===== config.mk =====
export PLATFORM = sky130hd
export DESIGN_NAME = bids22_round_seq_flat
export DESIGN_NICKNAME = d
export VERILOG_FILES = /design/src/rtl/bids22_round_seq_if.sv /design/src/rtl/bids22_round_seq.sv /design/src/flat_wrapper.sv
export SDC_FILE = /design/constraint.sdc
export NUM_CORES = 1
export LEC_CHECK = 0
export BUFFER_PORTS_ARGS = -buffer_cell sky130_fd_sc_hd__buf_4
export CAP_MARGIN = 20
export CORE_UTILIZATION = 29
export DETAILED_ROUTE_END_ITERATION = 6
export PLACE_DENSITY = 0.53
export SYNTH_ARGS = -nofsm -noshare
export SYNTH_HDL_FRONTEND = slang
export SYNTH_SLANG_ARGS = --single-unit

===== constraint.sdc =====
create_clock -name clk -period 4.14 [get_ports clk]
set_input_delay 0.414 -clock clk [delete_from_list [all_inputs] [get_ports clk]]
set_output_delay 0.414 -clock clk [all_outputs]
set_load 0.02 [all_outputs]

===== src/rtl/bids22_round_seq_if.sv =====
// Bundles the control-sequencer command inputs and the auction control/status signals.
// slave is the sequencer side, master is the side that drives go and reads the results.
interface bids22_round_seq_if;
    logic        go;
    logic [31:0] bal_x;
    logic [31:0] bal_y;
    logic [31:0] bal_z;
    logic [31:0] lock_key;
    logic [15:0] round_len;
    logic [2:0]  err;
    logic        roundOver;
    logic        X_win;
    logic        Y_win;
    logic        Z_win;
    logic [31:0] maxBid;
    logic [3:0]  C_op;
    logic [31:0] C_data;
    logic        C_start;
    logic        busy;
    logic        done;
    logic        fail;
    logic [2:0]  fail_code;
    logic [1:0]  winner;
    logic [31:0] win_amt;

    modport slave (
        input  go, bal_x, bal_y, bal_z, lock_key, round_len,
        input  err, roundOver, X_win, Y_win, Z_win, maxBid,
        output C_op, C_data, C_start, busy, done, fail, fail_code, winner, win_amt
    );

    modport master (
        output go, bal_x, bal_y, bal_z, lock_key, round_len,
        output err, roundOver, X_win, Y_win, Z_win, maxBid,
        input  C_op, C_data, C_start, busy, done, fail, fail_code, winner, win_amt
    );
endinterface


===== src/rtl/bids22_round_seq.sv =====
// Auction round sequencer: unlock, load three balances, lock, run one timed round,
// then wait (bounded) for the round result and report winner or failure.
module bids22_round_seq (
    input  logic              clk,
    input  logic              reset_n,
    bids22_round_seq_if.slave bus
);
    typedef enum logic [3:0] {
        S_IDLE, S_UNLOCK, S_LOAD_X, S_LOAD_Y, S_LOAD_Z,
        S_LOCK, S_CHK, S_RUN, S_WAIT, S_DONE, S_FAIL
    } state_t;

    localparam logic [9:0] WAIT_LAST = 10'd1022;

    state_t      state_q, state_d;
    logic [31:0] bal_x_q, bal_x_d;
    logic [31:0] bal_y_q, bal_y_d;
    logic [31:0] bal_z_q, bal_z_d;
    logic [31:0] key_q, key_d;
    logic [15:0] len_q, len_d;
    logic [15:0] run_cnt_q, run_cnt_d;
    logic [9:0]  wait_cnt_q, wait_cnt_d;
    logic [2:0]  fail_code_q, fail_code_d;
    logic [1:0]  winner_q, winner_d;
    logic [31:0] win_amt_q, win_amt_d;

    always_ff @(posedge clk or negedge reset_n) begin
        if (!reset_n) begin
            state_q     <= S_IDLE;
            bal_x_q     <= '0;
            bal_y_q     <= '0;
            bal_z_q     <= '0;
            key_q       <= '0;
            len_q       <= '0;
            run_cnt_q   <= '0;
            wait_cnt_q  <= '0;
            fail_code_q <= '0;
            winner_q    <= '0;
            win_amt_q   <= '0;
        end else begin
            state_q     <= state_d;
            bal_x_q     <= bal_x_d;
            bal_y_q     <= bal_y_d;
            bal_z_q     <= bal_z_d;
            key_q       <= key_d;
            len_q       <= len_d;
            run_cnt_q   <= run_cnt_d;
            wait_cnt_q  <= wait_cnt_d;
            fail_code_q <= fail_code_d;
            winner_q    <= winner_d;
            win_amt_q   <= win_amt_d;
        end
    end

    always_comb begin
        state_d     = state_q;
        bal_x_d     = bal_x_q;
        bal_y_d     = bal_y_q;
        bal_z_d     = bal_z_q;
        key_d       = key_q;
        len_d       = len_q;
        run_cnt_d   = run_cnt_q;
        wait_cnt_d  = wait_cnt_q;
        fail_code_d = fail_code_q;
        winner_d    = winner_q;
        win_amt_d   = win_amt_q;
        unique case (state_q)
            S_IDLE: begin
                if (bus.go) begin
                    state_d     = S_UNLOCK;
                    bal_x_d     = bus.bal_x;
                    bal_y_d     = bus.bal_y;
                    bal_z_d     = bus.bal_z;
                    key_d       = bus.lock_key;
                    len_d       = bus.round_len;
                    fail_code_d = '0;
                    winner_d    = '0;
                    win_amt_d   = '0;
                end
            end
            S_UNLOCK: state_d = S_LOAD_X;
            S_LOAD_X: state_d = S_LOAD_Y;
            S_LOAD_Y, S_LOAD_Z, S_LOCK, S_CHK: begin
                if (bus.err != 3'd0) begin
                    state_d     = S_FAIL;
                    fail_code_d = bus.err;
                end else begin
                    unique case (state_q)
                        S_LOAD_Y: state_d = S_LOAD_Z;
                        S_LOAD_Z: state_d = S_LOCK;
                        S_LOCK:   state_d = S_CHK;
                        default: begin
                            state_d   = S_RUN;
                            // a zero length still gives a one-cycle round
                            run_cnt_d = (len_q == 16'd0) ? 16'd1 : len_q;
                        end
                    endcase
                end
            end
            S_RUN: begin
                if (run_cnt_q == 16'd1) begin
                    state_d    = S_WAIT;
                    wait_cnt_d = '0;
                end else begin
                    run_cnt_d = run_cnt_q - 16'd1;
                end
            end
            S_WAIT: begin
                // roundOver wins over the timeout on the final wait cycle
                if (bus.roundOver) begin
                    state_d   = S_DONE;
                    win_amt_d = bus.maxBid;
                    if (bus.X_win)      winner_d = 2'd1;
                    else if (bus.Y_win) winner_d = 2'd2;
                    else if (bus.Z_win) winner_d = 2'd3;
                    else                winner_d = 2'd0;
                end else if (wait_cnt_q == WAIT_LAST) begin
                    state_d     = S_FAIL;
                    fail_code_d = 3'b111;
                end else begin
                    wait_cnt_d = wait_cnt_q + 10'd1;
                end
            end
            S_DONE:  state_d = S_IDLE;
            S_FAIL:  state_d = S_IDLE;
            default: state_d = S_IDLE;
        endcase
    end

    always_comb begin
        bus.C_op    = 4'h0;
        bus.C_data  = 32'h0;
        bus.C_start = 1'b0;
        bus.busy    = (state_q != S_IDLE);
        bus.done    = (state_q == S_DONE);
        bus.fail    = (state_q == S_FAIL);
        unique case (state_q)
            S_UNLOCK: bus.C_op = 4'h1;
            S_LOAD_X: begin bus.C_op = 4'h3; bus.C_data = bal_x_q; end
            S_LOAD_Y: begin bus.C_op = 4'h4; bus.C_data = bal_y_q; end
            S_LOAD_Z: begin bus.C_op = 4'h5; bus.C_data = bal_z_q; end
            S_LOCK:   begin bus.C_op = 4'h2; bus.C_data = key_q;   end
            S_RUN:    bus.C_start = 1'b1;
            default:  ;
        endcase
    end

    assign bus.fail_code = fail_code_q;
    assign bus.winner    = winner_q;
    assign bus.win_amt   = win_amt_q;
endmodule


===== src/flat_wrapper.sv =====
// flat-port wrapper written by rule: the top's interface ports become plain ports
module bids22_round_seq_flat 
  (clk, reset_n, bus_go, bus_bal_x, bus_bal_y, bus_bal_z, bus_lock_key, bus_round_len, bus_err, bus_roundOver, bus_X_win, bus_Y_win, bus_Z_win, bus_maxBid, bus_C_op, bus_C_data, bus_C_start, bus_busy, bus_done, bus_fail, bus_fail_code, bus_winner, bus_win_amt);
  bids22_round_seq_if bus_i ();
  input  logic clk;
  input  logic reset_n;
  input wire logic [$bits(bus_i.go)-1:0] bus_go;
  input wire logic [$bits(bus_i.bal_x)-1:0] bus_bal_x;
  input wire logic [$bits(bus_i.bal_y)-1:0] bus_bal_y;
  input wire logic [$bits(bus_i.bal_z)-1:0] bus_bal_z;
  input wire logic [$bits(bus_i.lock_key)-1:0] bus_lock_key;
  input wire logic [$bits(bus_i.round_len)-1:0] bus_round_len;
  input wire logic [$bits(bus_i.err)-1:0] bus_err;
  input wire logic [$bits(bus_i.roundOver)-1:0] bus_roundOver;
  input wire logic [$bits(bus_i.X_win)-1:0] bus_X_win;
  input wire logic [$bits(bus_i.Y_win)-1:0] bus_Y_win;
  input wire logic [$bits(bus_i.Z_win)-1:0] bus_Z_win;
  input wire logic [$bits(bus_i.maxBid)-1:0] bus_maxBid;
  output wire logic [$bits(bus_i.C_op)-1:0] bus_C_op;
  output wire logic [$bits(bus_i.C_data)-1:0] bus_C_data;
  output wire logic [$bits(bus_i.C_start)-1:0] bus_C_start;
  output wire logic [$bits(bus_i.busy)-1:0] bus_busy;
  output wire logic [$bits(bus_i.done)-1:0] bus_done;
  output wire logic [$bits(bus_i.fail)-1:0] bus_fail;
  output wire logic [$bits(bus_i.fail_code)-1:0] bus_fail_code;
  output wire logic [$bits(bus_i.winner)-1:0] bus_winner;
  output wire logic [$bits(bus_i.win_amt)-1:0] bus_win_amt;
  assign bus_i.go = bus_go;
  assign bus_i.bal_x = bus_bal_x;
  assign bus_i.bal_y = bus_bal_y;
  assign bus_i.bal_z = bus_bal_z;
  assign bus_i.lock_key = bus_lock_key;
  assign bus_i.round_len = bus_round_len;
  assign bus_i.err = bus_err;
  assign bus_i.roundOver = bus_roundOver;
  assign bus_i.X_win = bus_X_win;
  assign bus_i.Y_win = bus_Y_win;
  assign bus_i.Z_win = bus_Z_win;
  assign bus_i.maxBid = bus_maxBid;
  assign bus_C_op = bus_i.C_op;
  assign bus_C_data = bus_i.C_data;
  assign bus_C_start = bus_i.C_start;
  assign bus_busy = bus_i.busy;
  assign bus_done = bus_i.done;
  assign bus_fail = bus_i.fail;
  assign bus_fail_code = bus_i.fail_code;
  assign bus_winner = bus_i.winner;
  assign bus_win_amt = bus_i.win_amt;
  bids22_round_seq u_core (.clk(clk), .reset_n(reset_n), .bus(bus_i));
endmodule

==> Word level (Yosys, flattened, before mapping) <==
Cells that the tools add are included.
{ "totals": {"register_bits": 211, "input_bits": 186, "out_inout_bits": 77, "elab_cells": 85} }
{ "op_classes": {"add_sub_neg": 2, "n_eq_ne": 23, "n_mux": 33, "reduce_logical": 16} }
{ "ops": {"columns": ["op", "n"], "rows": [
  ["32-bit one-hot mux with 4 select lines", 1],
  ["16-bit two-way mux", 4],
  ["32-bit two-way mux", 2],
  ["32-bit one-hot mux with 2 select lines", 1],
  ["16-bit one-hot mux with 2 select lines", 1],
  ["10-bit two-way mux", 3],
  ["4-bit one-hot mux with 6 select lines", 1],
  ["4-bit two-way mux", 5],
  ["10-bit one-hot mux with 2 select lines", 1],
  ["16-bit by 1-bit == test with 1-bit output (second input constant)", 1],
  ["4-bit by 3-bit == test with 1-bit output (second input constant)", 4],
  ["16-bit zero test", 1],
  ["16-bit by 1-bit subtractor with 16-bit output (second input constant)", 1],
  ["3-bit one-hot mux with 5 select lines", 1],
  ["2-bit != test (second input constant)", 7],
  ["4-bit == test (second input constant)", 3],
  ["3-bit two-way mux", 4],
  ["10-bit by 1-bit adder with 10-bit output (second input constant)", 1],
  ["10-bit == test (second input constant)", 1],
  ["2-bit two-way mux", 5],
  ["3-bit one-hot mux with 3 select lines", 1],
  ["4-bit by 2-bit == test with 1-bit output (second input constant)", 2],
  ["4-bit AND reduction", 2],
  ["2-bit by 1-bit != test with 1-bit output (second input constant)", 3],
  ["14 further kinds", 18]
]} }

==> Logic depth before layout (Yosys ltp) <==
{ "logic_depth": {"word_depth": 5, "mapped_depth": 8, "ltp_nobuf": 7} }

==> Least setup slack after synthesis <==
Ideal clock, no wire load.
{ "synth_timing": {"kind": "reg2out", "startpoint": "register u_core.state_q[0]", "endpoint": "output port bus_C_data[10]", "arrival_time_ns": 1.661, "required_time_ns": 3.726, "path_slack_ns": 2.065, "path_stages_with_launch": 7, "path_buffers": 2, "cell_sequence": "dfrtp_1 > buf_2 > nand2b_1 > nor3_1 > clkbuf_1 > a22oi_1 > nand2_1"} }
{ "synth_via": {"elab_chain_cells": 2, "elab_cells_between_ends": 5, "cone_classes": "eq/ne (4); mux (1)"} }
{ "synth_lines": {"columns": ["item", "line", "rtl"], "rows": [
  ["start: declaration", "bids22_round_seq.sv:15", "state_t state_q, state_d;"],
  ["start signal: assignment", "bids22_round_seq.sv:41", "state_q <= state_d;"],
  ["4-bit by 3-bit == test with 1-bit output or 4-bit by 2-bit == test with 1-bit output (tied branches)", "bids22_round_seq.sv:137", "unique case (state_q)"],
  ["32-bit one-hot mux with 4 select lines *", "bids22_round_seq.sv:137", null],
  ["end: declaration", "flat_wrapper.sv:20", "output wire logic [$bits(bus_i.C_data)-1:0] bus_C_data;"]
]} }
Mark *: on every way between the ends. The rest lies on a longest branch, timed or not.

==> Final worst setup path <==
{ "layout_timing": {"startpoint": "register u_core.state_q[2]", "endpoint": "output port bus_C_data[17]"} }
Same word-level chain as after synthesis.

==> results.sh <==
export IMPL_critical_path_max_stage_delay_ps=690
export IMPL_layout_drive_gt1_share_pct=43.4
export IMPL_synth_seq_area_share_pct=55.6
export IMPL_root_buffer="clkbuf_16"
export IMPL_synth_edf_count=0
export IMPL_clk_pin_slew_ps=50
export IMPL_slew_headroom_pct=45.8
export IMPL_avgSynthCellArea_sq_um=11.5
export IMPL_comb_power_share_pct=35.5
export IMPL_worst_slew_pin_slew_ps=806
export IMPL_die_x_um=183
export IMPL_rsz0062_at_grt="false"
export IMPL_dr_pass1_iters=5
export IMPL_endpoint_kind="output pin"
export IMPL_crit_slowest_cell="nor2_4"
export IMPL_ir_drop_uv=396
export IMPL_grt_max_degree=122
export IMPL_drt_iter0_markers=398
export IMPL_viasPerCell=4.80
export IMPL_min_path_type="in -> reg"
export IMPL_postSynthCellCount=828
export IMPL_clockBufferDepth=3
export IMPL_fin_area_sq_mm=0.0128
export IMPL_finalHoldViolCount=0
export IMPL_track_usage_pct=16.6
export IMPL_worstPathRequired_ps=3730
export IMPL_path_max_fanout=24
export IMPL_area_growth_pct=35.1
export IMPL_start_util_pct=29.8
export IMPL_slew_violations=0
export IMPL_synth_flop_cell="dfrtp_1"
export IMPL_drc_errors=0
export IMPL_clock_power_share_pct=24.8
export IMPL_insertion_delay_ps=540
export IMPL_path_buf_inv=2
export IMPL_drt_total_wl_um=28100
export IMPL_leakage_nw=5.87
export IMPL_cp_start_kind="flop"
export IMPL_tns_ps=0
export IMPL_cts_tree="built"
export IMPL_fillers=3193
export IMPL_p_seq_share_pct=39.6
export IMPL_die_area_sq_mm=0.0335
export IMPL_h_tree_depth=1
export IMPL_netSwitchingFraction_pct=34.6
export IMPL_synth_top_area_share_pct=55.6
export IMPL_ys_async_sr_fraction_pct=100
export IMPL_critPathArrivalTime_ps=2890
export IMPL_antenna_found_initial=2
export IMPL_final_nets=1269
export IMPL_gp_congestion=0.825
export IMPL_crit_path_cell_trace="nand2b_1 > nor2_4 > buf_4 > a22oi_1 > nand2_1 > buf_4"
export IMPL_cp_common_cell="buf_4"
export IMPL_outcome="finished clean"
export IMPL_setup_viol_count_final=0
export IMPL_place_detailed_hpwl_um=19500
export IMPL_grt_pass1_wl_um=43400
export IMPL_crit_type="reg -> out"
export IMPL_fin_crit_sh_pct=79.7
export IMPL_intPower_mw=5.95
export IMPL_skew_ps=11.8
export IMPL_overflow=0
export IMPL_grt_pass1_vias=7481
export IMPL_cts_sinks=211
export IMPL_num_vias=7347
export IMPL_yosysTopAreaCell="dfrtp_1"
export IMPL_ys_types=62
export IMPL_rows=65
export IMPL_yosys_warnings=0
export IMPL_max_freq_ghz=0.303
export IMPL_fin_crit_ps=3300
export IMPL_io_buffers=261
export IMPL_netSwitchingPower_mw=3.15
export IMPL_path_delay_family="simple AND/OR/NAND/NOR gates"
export IMPL_synth_nets=1018
export IMPL_max_cap_viol_count=0
export IMPL_cts_inserted_buffers=27
export IMPL_ys_seq_elements=211
export IMPL_drtAntennaViolNets=0
export IMPL_synth_most_common_cell="dfrtp_1"
export IMPL_place_area_sq_mm=0.0119
export IMPL_yosys_top_cells_count="dfrtp_1 (211), mux2_2 (144), nand2_1 (119)"
export IMPL_synthesis_area_sq_mm=0.00950
export IMPL_io_pins=263
export IMPL_dieHeight_um=183
export IMPL_wl_per_cell_um=18.3
export IMPL_core_area_sq_mm=0.0319
export IMPL_synthTopCellsByArea="dfrtp_1 (56%), mux2_2 (17%), a22oi_1 (5.2%), nand2_1 (4.7%), o21ai_0 (2.7%)"
export IMPL_power_density_mw_per_mm2=709
-- area by class of cell --
type | instances | area [sq um] | area share [%]
antenna | 2 | 5.00 | 0.0390
clock buffer | 37 | 763 | 5.95
clock inverter | 8 | 86.3 | 0.673
inverter | 14 | 52.6 | 0.409
multi-input combinational | 551 | 3990 | 31.1
sequential | 211 | 5280 | 41.1
tap | 435 | 544 | 4.24
timing repair buffer | 274 | 2110 | 16.4
-- worst register-to-register path: stages, from the launching register on --
cell and delay, ps:
dfrtp_1 570, nand4b_1 280, buf_4 240, inv_1 520
nand2_1 360, o21ai_0 350, a31oi_1 140
-- flip-flops by register name, indices dropped and copies added, names as in the netlist --
name                  cells
u_core.len_q             16
u_core.bal_x_q           32
u_core.key_q             32
u_core.bal_y_q           32
u_core.state_q            4
u_core.bus.winner         2
u_core.bus.win_amt       32
u_core.wait_cnt_q        10
u_core.run_cnt_q         16
u_core.bus.fail_code      3
u_core.bal_z_q           32
-- timing repair --
| item | 4_1_cts | 5_1_grt |
|---|---|---|
| hold buffers | 0 | 1 |
| gates resized for setup | 0 | 0 |
| endpoints found under the hold margin | 0 | 36 |
| endpoints found under the setup margin | 0 | 0 |
| buffers inserted | 0 | 0 |
-- cells by family (layout without fill, tap and decap cells) --
kind of cell             after synthesis  count (layout)  synth area share, %
buffers and inverters                 66             333                 2.94
XOR/XNOR                               8               8                0.738
AND/OR/NAND/NOR                      211             211                 10.2
flip-flops                           211             211                 55.6
adder cells (fa/ha/maj)                4               4                0.527
other                                  1               3               0.0395
multiplexers                         147             147                 17.4
AO/OA/AOI/OAI                        180             180                 12.6
-- worst paths after layout --
check                                                    from                                  to  slack (ps)  depth (start not counted)
max in group asynchronous                             reset_n        u_core.len_q[11]$_DFFE_PN0P_        2540                          4
min reg2reg                u_core.bus.win_amt[24]$_DFFE_PN0P_  u_core.bus.win_amt[24]$_DFFE_PN0P_         480                          2
min                                                 bus_X_win    u_core.bus.winner[1]$_DFFE_PN0P_          70                          2
max reg2reg                     u_core.state_q[3]$_DFFE_PN0P_    u_core.run_cnt_q[10]$_DFFE_PN0P_        1570                          6
max                             u_core.state_q[2]$_DFFE_PN0P_                      bus_C_data[17]         840                          6
min in group asynchronous                             reset_n      u_core.bal_x_q[22]$_DFFE_PN0P_         340                          2
-- routing by layer --
layer | GRT usage (%) | up-vias | share of wire, %
li1 | - | 3494 | -
met1 | 20.9 | 3629 | 43
met2 | 27.4 | 185 | 48
met3 | 5.28 | 37 | 7.2
met4 | 4.20 | 2 | 2.0
met5 | 0 | - | 0.060
-- power by group through the flow --
stage	Combinational [mW]	Clock (mW)	Sequential (mW)
2_1_floorplan	2.12	0	3.49
3_3_place_gp	3.21	0	3.64
3_5_place_dp	3.26	0	3.61
4_1_cts	3.28	2.34	3.60
5_1_grt	3.53	2.41	3.71
6_report	3.23	2.26	3.60
-- through the flow --
stage	instances	setup slack, ps	hold slack, ps	util [%]	power, mW
2_1_floorplan	828	2060	118	-	5.61
3_3_place_gp	1483	1430	464	37.5	6.85
3_5_place_dp	1483	1380	472	37.5	6.88
4_1_cts	1528	788	36.7	40.1	9.21
5_1_grt	1531	647	44.2	40.3	9.66
6_report	1532	840	67.5	40.3	9.09
-- layout by cell type (no fill, tap or decap), types with 7 or more instances in the layout --
master     Yosys  routed
a21oi_1       15      15
a22oi_1       66      66
a31oi_1        7       7
buf_4          3     269
clkbuf_16      0      27
dfrtp_1      211     211
inv_1         14      14
mux2_2       144     144
nand2_1      119     119
nor2_1        30      28
nor3_1        14      13
o21ai_0       52      52
Note: power is estimated with default switching activity, not from simulation.
